File: config.mk
export PLATFORM = sky130hd
export DESIGN_NAME = ext_shift_unit
export DESIGN_NICKNAME = d
export VERILOG_FILES = /design/src/rtl/ext_shift_unit.sv
export SDC_FILE = /design/constraint.sdc
export NUM_CORES = 1
export LEC_CHECK = 0
export BUFFER_PORTS_ARGS = -buffer_cell sky130_fd_sc_hd__buf_2
export CAP_MARGIN = 40
export CORE_ASPECT_RATIO = 1.1
export CORE_UTILIZATION = 40
export DETAILED_ROUTE_END_ITERATION = 10
export HOLD_SLACK_MARGIN = 0.15
export PLACE_DENSITY_LB_ADDON = 0.1
export RECOVER_POWER = 50
export SYNTH_ARGS = -nofsm -noshare
export SYNTH_HDL_FRONTEND = slang
export SYNTH_SLANG_ARGS = --single-unit
File: constraint.sdc
create_clock -name clk -period 3.2 [get_ports clk]
set_input_delay 0.64 -clock clk [delete_from_list [all_inputs] [get_ports clk]]
set_output_delay 0.64 -clock clk [all_outputs]
set_load 0.005 [all_outputs]
File: src/rtl/ext_shift_unit.sv
// -----------------------------------------------------------------------------
// ext_shift_unit
//
// Immediate extender followed by an iterative shifter. An IN_W-bit field is
// extended to OUT_W bits (zero, sign, upper-placement or ones-fill) and then
// optionally shifted left, logical-right or arithmetic-right by a run-time
// amount, STEP bits per clock. One registered result, start/done handshake.
//
// Parameters
//   IN_W     width of the input field (1 <= IN_W <= OUT_W)
//   OUT_W    result width
//   SHAMT_W  shift-amount width, clog2(OUT_W)
//   STEP     bits shifted per clock (1 <= STEP <= OUT_W-1)
//
// Ports
//   clk       clock, all state on the rising edge
//   rst_n     synchronous active-low reset
//   start     request, sampled only while busy=0
//   in_data   field to extend
//   ext_mode  00 zero, 01 sign, 10 upper placement, 11 ones-fill
//   sh_op     00 none, 01 SLL, 10 SRL, 11 SRA
//   shamt     shift amount (ignored when sh_op=00)
//   busy      high while a shift is in progress
//   done      one-cycle pulse when out_data takes a new result
//   out_data  registered result, held until the next done
// -----------------------------------------------------------------------------
module ext_shift_unit #(
    parameter int IN_W    = 16,
    parameter int OUT_W   = 32,
    parameter int SHAMT_W = 5,
    parameter int STEP    = 1
) (
    input  logic               clk,
    input  logic               rst_n,
    input  logic               start,
    input  logic [IN_W-1:0]    in_data,
    input  logic [1:0]         ext_mode,
    input  logic [1:0]         sh_op,
    input  logic [SHAMT_W-1:0] shamt,
    output logic               busy,
    output logic               done,
    output logic [OUT_W-1:0]   out_data
);

    localparam logic [1:0] OP_NONE = 2'b00;
    localparam logic [1:0] OP_SLL  = 2'b01;
    localparam logic [1:0] OP_SRL  = 2'b10;
    localparam logic [1:0] OP_SRA  = 2'b11;

    localparam logic [SHAMT_W-1:0] STEP_C = SHAMT_W'(STEP);

    typedef enum logic {
        IDLE  = 1'b0,
        SHIFT = 1'b1
    } state_t;

    state_t state_reg;
    state_t state_next;

    logic [OUT_W-1:0]   acc_reg;
    logic [SHAMT_W-1:0] cnt_reg;
    logic [1:0]         op_reg;
    logic [OUT_W-1:0]   out_reg;
    logic               done_reg;

    logic [OUT_W-1:0]   ext_value;
    logic [SHAMT_W-1:0] eff_n;
    logic [SHAMT_W-1:0] step_amt;
    logic [SHAMT_W-1:0] cnt_rem;
    logic [OUT_W-1:0]   shifted;

    logic load_direct;
    logic load_acc;
    logic finish;

    // -------------------------------------------------------------------------
    // Extension. With IN_W == OUT_W there is nothing to pad, so every mode
    // passes the field through unchanged.
    // -------------------------------------------------------------------------
    generate
        if (IN_W == OUT_W) begin : g_ext_pass
            logic unused_ext_mode;
            assign unused_ext_mode = ^ext_mode;
            always_comb begin
                ext_value = in_data;
            end
        end else begin : g_ext_pad
            localparam int PAD = OUT_W - IN_W;
            always_comb begin
                ext_value = {{PAD{1'b0}}, in_data};
                case (ext_mode)
                    2'b00:   ext_value = {{PAD{1'b0}}, in_data};
                    2'b01:   ext_value = {{PAD{in_data[IN_W-1]}}, in_data};
                    2'b10:   ext_value = {in_data, {PAD{1'b0}}};
                    default: ext_value = {{PAD{1'b1}}, in_data};
                endcase
            end
        end
    endgenerate

    // A request with no shift operation completes directly from IDLE.
    assign eff_n = (sh_op == OP_NONE) ? '0 : shamt;

    // -------------------------------------------------------------------------
    // One shift stage: move by min(STEP, remaining count). The last stage may
    // be shorter than STEP when the amount is not a multiple of it.
    // -------------------------------------------------------------------------
    always_comb begin
        step_amt = (cnt_reg < STEP_C) ? cnt_reg : STEP_C;
        cnt_rem  = cnt_reg - step_amt;
        shifted  = acc_reg;
        case (op_reg)
            OP_SLL:  shifted = acc_reg << step_amt;
            OP_SRL:  shifted = acc_reg >> step_amt;
            OP_SRA:  shifted = $unsigned($signed(acc_reg) >>> step_amt);
            default: shifted = acc_reg;
        endcase
    end

    // -------------------------------------------------------------------------
    // FSM: state register
    // -------------------------------------------------------------------------
    always_ff @(posedge clk) begin
        if (!rst_n) begin
            state_reg <= IDLE;
        end else begin
            state_reg <= state_next;
        end
    end

    // -------------------------------------------------------------------------
    // FSM: next-state logic
    // -------------------------------------------------------------------------
    always_comb begin
        state_next = state_reg;
        case (state_reg)
            IDLE: begin
                if (start && (eff_n != '0)) begin
                    state_next = SHIFT;
                end
            end
            SHIFT: begin
                if (cnt_rem == '0) begin
                    state_next = IDLE;
                end
            end
            default: state_next = IDLE;
        endcase
    end

    // -------------------------------------------------------------------------
    // FSM: outputs and datapath controls
    // -------------------------------------------------------------------------
    always_comb begin
        busy        = 1'b0;
        load_direct = 1'b0;
        load_acc    = 1'b0;
        finish      = 1'b0;
        case (state_reg)
            IDLE: begin
                load_direct = start && (eff_n == '0);
                load_acc    = start && (eff_n != '0);
            end
            SHIFT: begin
                busy   = 1'b1;
                finish = (cnt_rem == '0);
            end
            default: ;
        endcase
    end

    // -------------------------------------------------------------------------
    // Datapath registers. start is only honoured in IDLE, so a request that
    // arrives mid-shift cannot disturb acc/cnt/op.
    // -------------------------------------------------------------------------
    always_ff @(posedge clk) begin
        if (!rst_n) begin
            acc_reg  <= '0;
            cnt_reg  <= '0;
            op_reg   <= OP_NONE;
            out_reg  <= '0;
            done_reg <= 1'b0;
        end else begin
            done_reg <= load_direct || finish;
            if (load_direct) begin
                out_reg <= ext_value;
            end
            if (load_acc) begin
                acc_reg <= ext_value;
                cnt_reg <= eff_n;
                op_reg  <= sh_op;
            end else if (state_reg == SHIFT) begin
                acc_reg <= shifted;
                cnt_reg <= cnt_rem;
            end
            if (finish) begin
                out_reg <= shifted;
            end
        end
    end

    assign done     = done_reg;
    assign out_data = out_reg;

endmodule

==> results.cfg <==
[global_route]
grt_usage_pct = 25.1
grt_start_max_net_pins = 49
grt_antenna_before_repair = 0
grt_pass1_wl_um = 21300
grt_remaining_overflow = 0
vias_in_the_first_global_route = 3924

[floorplanning]
core.rowCount = 38
chipWidth_um = 99.8
initial_utilization_pct = 42.0
dieHeight_um = 110
i_o_pins = 62
core_area_um2 = 10000
die_area_um2 = 10900

[place]
post-place-cells = 691
gp_congestion = 0.885
placement.io_buffers = 61
place_hpwl_um = 8650

[synth]
synth_top_area_share_pct = 34.7
synth_cells = 532
synthDominantAreaCellType = sky130_fd_sc_hd__dfxtp_1
postSynthNetCount = 562
ys_ff_latch = 73
synth_area_leaders = sky130_fd_sc_hd__dfxtp_1, sky130_fd_sc_hd__a211oi_1, sky130_fd_sc_hd__nand3_1
post_synth_num_cell_types = 47
synth_edf_count = 0
yosysWarnings = 0
synth.cell_area_um2 = 4210
yosys_most_used_dff = sky130_fd_sc_hd__dfxtp_1
syn-mean-instance-area_um2 = 7.91
synth.top_cells.by_count = sky130_fd_sc_hd__dfxtp_1, sky130_fd_sc_hd__a211oi_1, sky130_fd_sc_hd__nor2_1
post_synthesis_async_set_or_reset_flop_share_pct = 0
yosysMostFrequentCell = sky130_fd_sc_hd__dfxtp_1
ys_seq_area_share_pct = 34.7

[final_layout]
final_net_count = 592
n_antenna_cell = 0
share_of_final_layout_standard_cells_stronger_than_drive_strength_1_pct = 18.9
syn_to_final_growth_pct = 12.9
final-instance-count-excl-fill = 707

[clock_network]
clock_tree_from_tritoncts = done
htreeDepth = 3
clk_root_buffer_cell = sky130_fd_sc_hd__clkbuf_8
cts_hold_repair.buffers = 0
clk_transition_reported_paths_ns = 0.08
cts_repair_resize_count = 0
cts_num_sinks = 73
cts.repair_timing.setup_buffer_count = 0
total_cts_buffers = 9
worstSkewPairLatency_ns = 0.36
cts_max_path_buffers = 2

[pwr]
ir_worst_vdd_v = 0.000267
pd_cells_nw_per_um2 = 548
fin_total_pwr_mw = 2.60
p_leak_nw = 1.61

[sta]
worst_hold_slack_ns = 0.465
setup_violating_endpoint_count_in_the_final_report = 0
slew_headroom_pct = 25.5
finalHoldViolations = 0
setup_total_negative_slack_ns = 0
clock_skews_ns = 0.0105
rsz0062_at_grt = false
pins_over_their_slew_limit = 0
period_minus_slack_ns = 2.86
max_slew.worst_pin.slew_ns = 1.11
max_clock_freq_ghz = 0.349
post-route-period-util_pct = 89.4

[routing]
drt.antenna.violating_nets = 0
drt_pre_antenna_iters = 4
vias_per_cell = 6.10
drt_iter0_markers = 329
detail_route.wirelength_um = 13300
drcViolationCount = 0
avgRoutedWirePerCell_um = 18.9
dr_total_vias = 4316

[critical_path]
path_class = reg -> reg
critical-path-max-stage-delay_ns = 0.59
timing.critical_path.cells = or4_1, nand2b_1, ha_1, nor2_1, xor2_1, nor4b_4, buf_12, a31oi_1, a221oi_1
cp.arrival_ns = 3.13
worst_ep_required_time_ns = 3.46
start_kind = flip-flop
crit_path_max_fanout = 41
critical_path.slowest_cell = sky130_fd_sc_hd__or4_1
worstSetupEndpointType = flip-flop

[job]
cap_viol_max_count = 0

[min_path]
worst_hold_path_type = reg -> reg

[run_status]
outcome = finished clean
-- path summary, 6_finish.rpt --
| path | to | cells past startpoint | slack, ns | from |
|---|---|---|---|---|
| setup / recovery | out_data[13] | 9 | 0.34 | cnt_reg[1] |
| hold / removal | out_data[0] | 2 | 0.46 | out_data[0] |
| hold reg to reg | out_data[0] | 2 | 0.46 | out_data[0] |
| setup reg to reg | out_data[13] | 9 | 0.34 | cnt_reg[1] |
-- placed cells by master (no fill, tap or decap), types with 2 or more instances in the layout --
| cell | count |
|---|---|
| sky130_fd_sc_hd__a211oi_1 | 67 |
| sky130_fd_sc_hd__a211oi_2 | 8 |
| sky130_fd_sc_hd__a21boi_0 | 2 |
| sky130_fd_sc_hd__a21oi_1 | 13 |
| sky130_fd_sc_hd__a21oi_2 | 3 |
| sky130_fd_sc_hd__a221oi_1 | 7 |
| sky130_fd_sc_hd__a221oi_2 | 9 |
| sky130_fd_sc_hd__a22oi_1 | 11 |
| sky130_fd_sc_hd__a31oi_1 | 17 |
| sky130_fd_sc_hd__a32oi_1 | 5 |
| sky130_fd_sc_hd__and3_1 | 33 |
| sky130_fd_sc_hd__and4_1 | 2 |
| sky130_fd_sc_hd__buf_12 | 2 |
| sky130_fd_sc_hd__buf_2 | 50 |
| sky130_fd_sc_hd__buf_4 | 11 |
| sky130_fd_sc_hd__clkbuf_1 | 14 |
| sky130_fd_sc_hd__clkbuf_2 | 2 |
| sky130_fd_sc_hd__clkbuf_8 | 10 |
| sky130_fd_sc_hd__clkinv_2 | 2 |
| sky130_fd_sc_hd__clkinvlp_4 | 2 |
| sky130_fd_sc_hd__dfxtp_1 | 73 |
| sky130_fd_sc_hd__ha_1 | 2 |
| sky130_fd_sc_hd__inv_1 | 2 |
| sky130_fd_sc_hd__nand2_1 | 40 |
| sky130_fd_sc_hd__nand2b_1 | 2 |
| sky130_fd_sc_hd__nand3_1 | 49 |
| sky130_fd_sc_hd__nor2_1 | 50 |
| sky130_fd_sc_hd__nor2b_1 | 3 |
| sky130_fd_sc_hd__nor3_1 | 4 |
| sky130_fd_sc_hd__o21ai_0 | 48 |
-- per-layer routing --
layer / GRT usage (%) / part of all wire (%) / vias to the layer above
li1: - / - / 2081
met3: 3.50 / 4.2 / 17
met4: 8.51 / 1.5 / 0
met2: 41.1 / 48 / 116
met1: 34.1 / 46 / 2102
met5: 0 / 0 / -
-- area by class of cell --
cell class	instances	area (um2)
multi-input cells	397	2480
repair buffers	78	432
clock buffers	11	141
flip-flops and latches	73	1460
well taps	140	175
fillers	1022	5280
inverters	3	11.3
clock inverters	5	55.1
-- power breakdown --
part           total, mW  leakage [nW]  switching (mW)  internal, mW
clock network      0.746        0.0953           0.367         0.379
logic              0.749         0.920           0.470         0.279
registers           1.11         0.599          0.0909          1.02
-- worst max-delay path, delay by kind of cell (launching register included) --
family,cells,cell delay (ns)
adders and majority gates,1,0.21
and+or+nand+nor,4,1.31
xor gates and xnor gates,1,0.17
AOI/OAI and AO/OA,2,0.40
DFF,1,0.37
buffers and inverters,1,0.27
-- per-stage QoR --
| stage | utilization (%) | setup slack, ns | area (um2) |
|---|---|---|---|
| 2_1_floorplan | - | 0.785 | 4210 |
| 3_3_place_gp | 46.1 | 0.491 | 4620 |
| 3_5_place_dp | 46.1 | 0.433 | 4620 |
| 4_1_cts | 48.0 | 0.402 | 4820 |
| 5_1_grt | 47.4 | 0.159 | 4750 |
| 6_report | 47.4 | 0.339 | 4750 |
-- logic make-up after synthesis --
kind of cell | count (synthesis) | share of synthesized area, %
AO/OA/AOI/OAI | 200 | 35.4
XOR/XNOR | 2 | 0.416
adder cells (fa/ha/maj) | 2 | 0.594
buffers and inverters | 62 | 6.48
flip-flops | 73 | 34.7
multiplexers | 1 | 0.267
AND/OR/NAND/NOR | 192 | 22.1
Power figures use the tool's default switching activity.
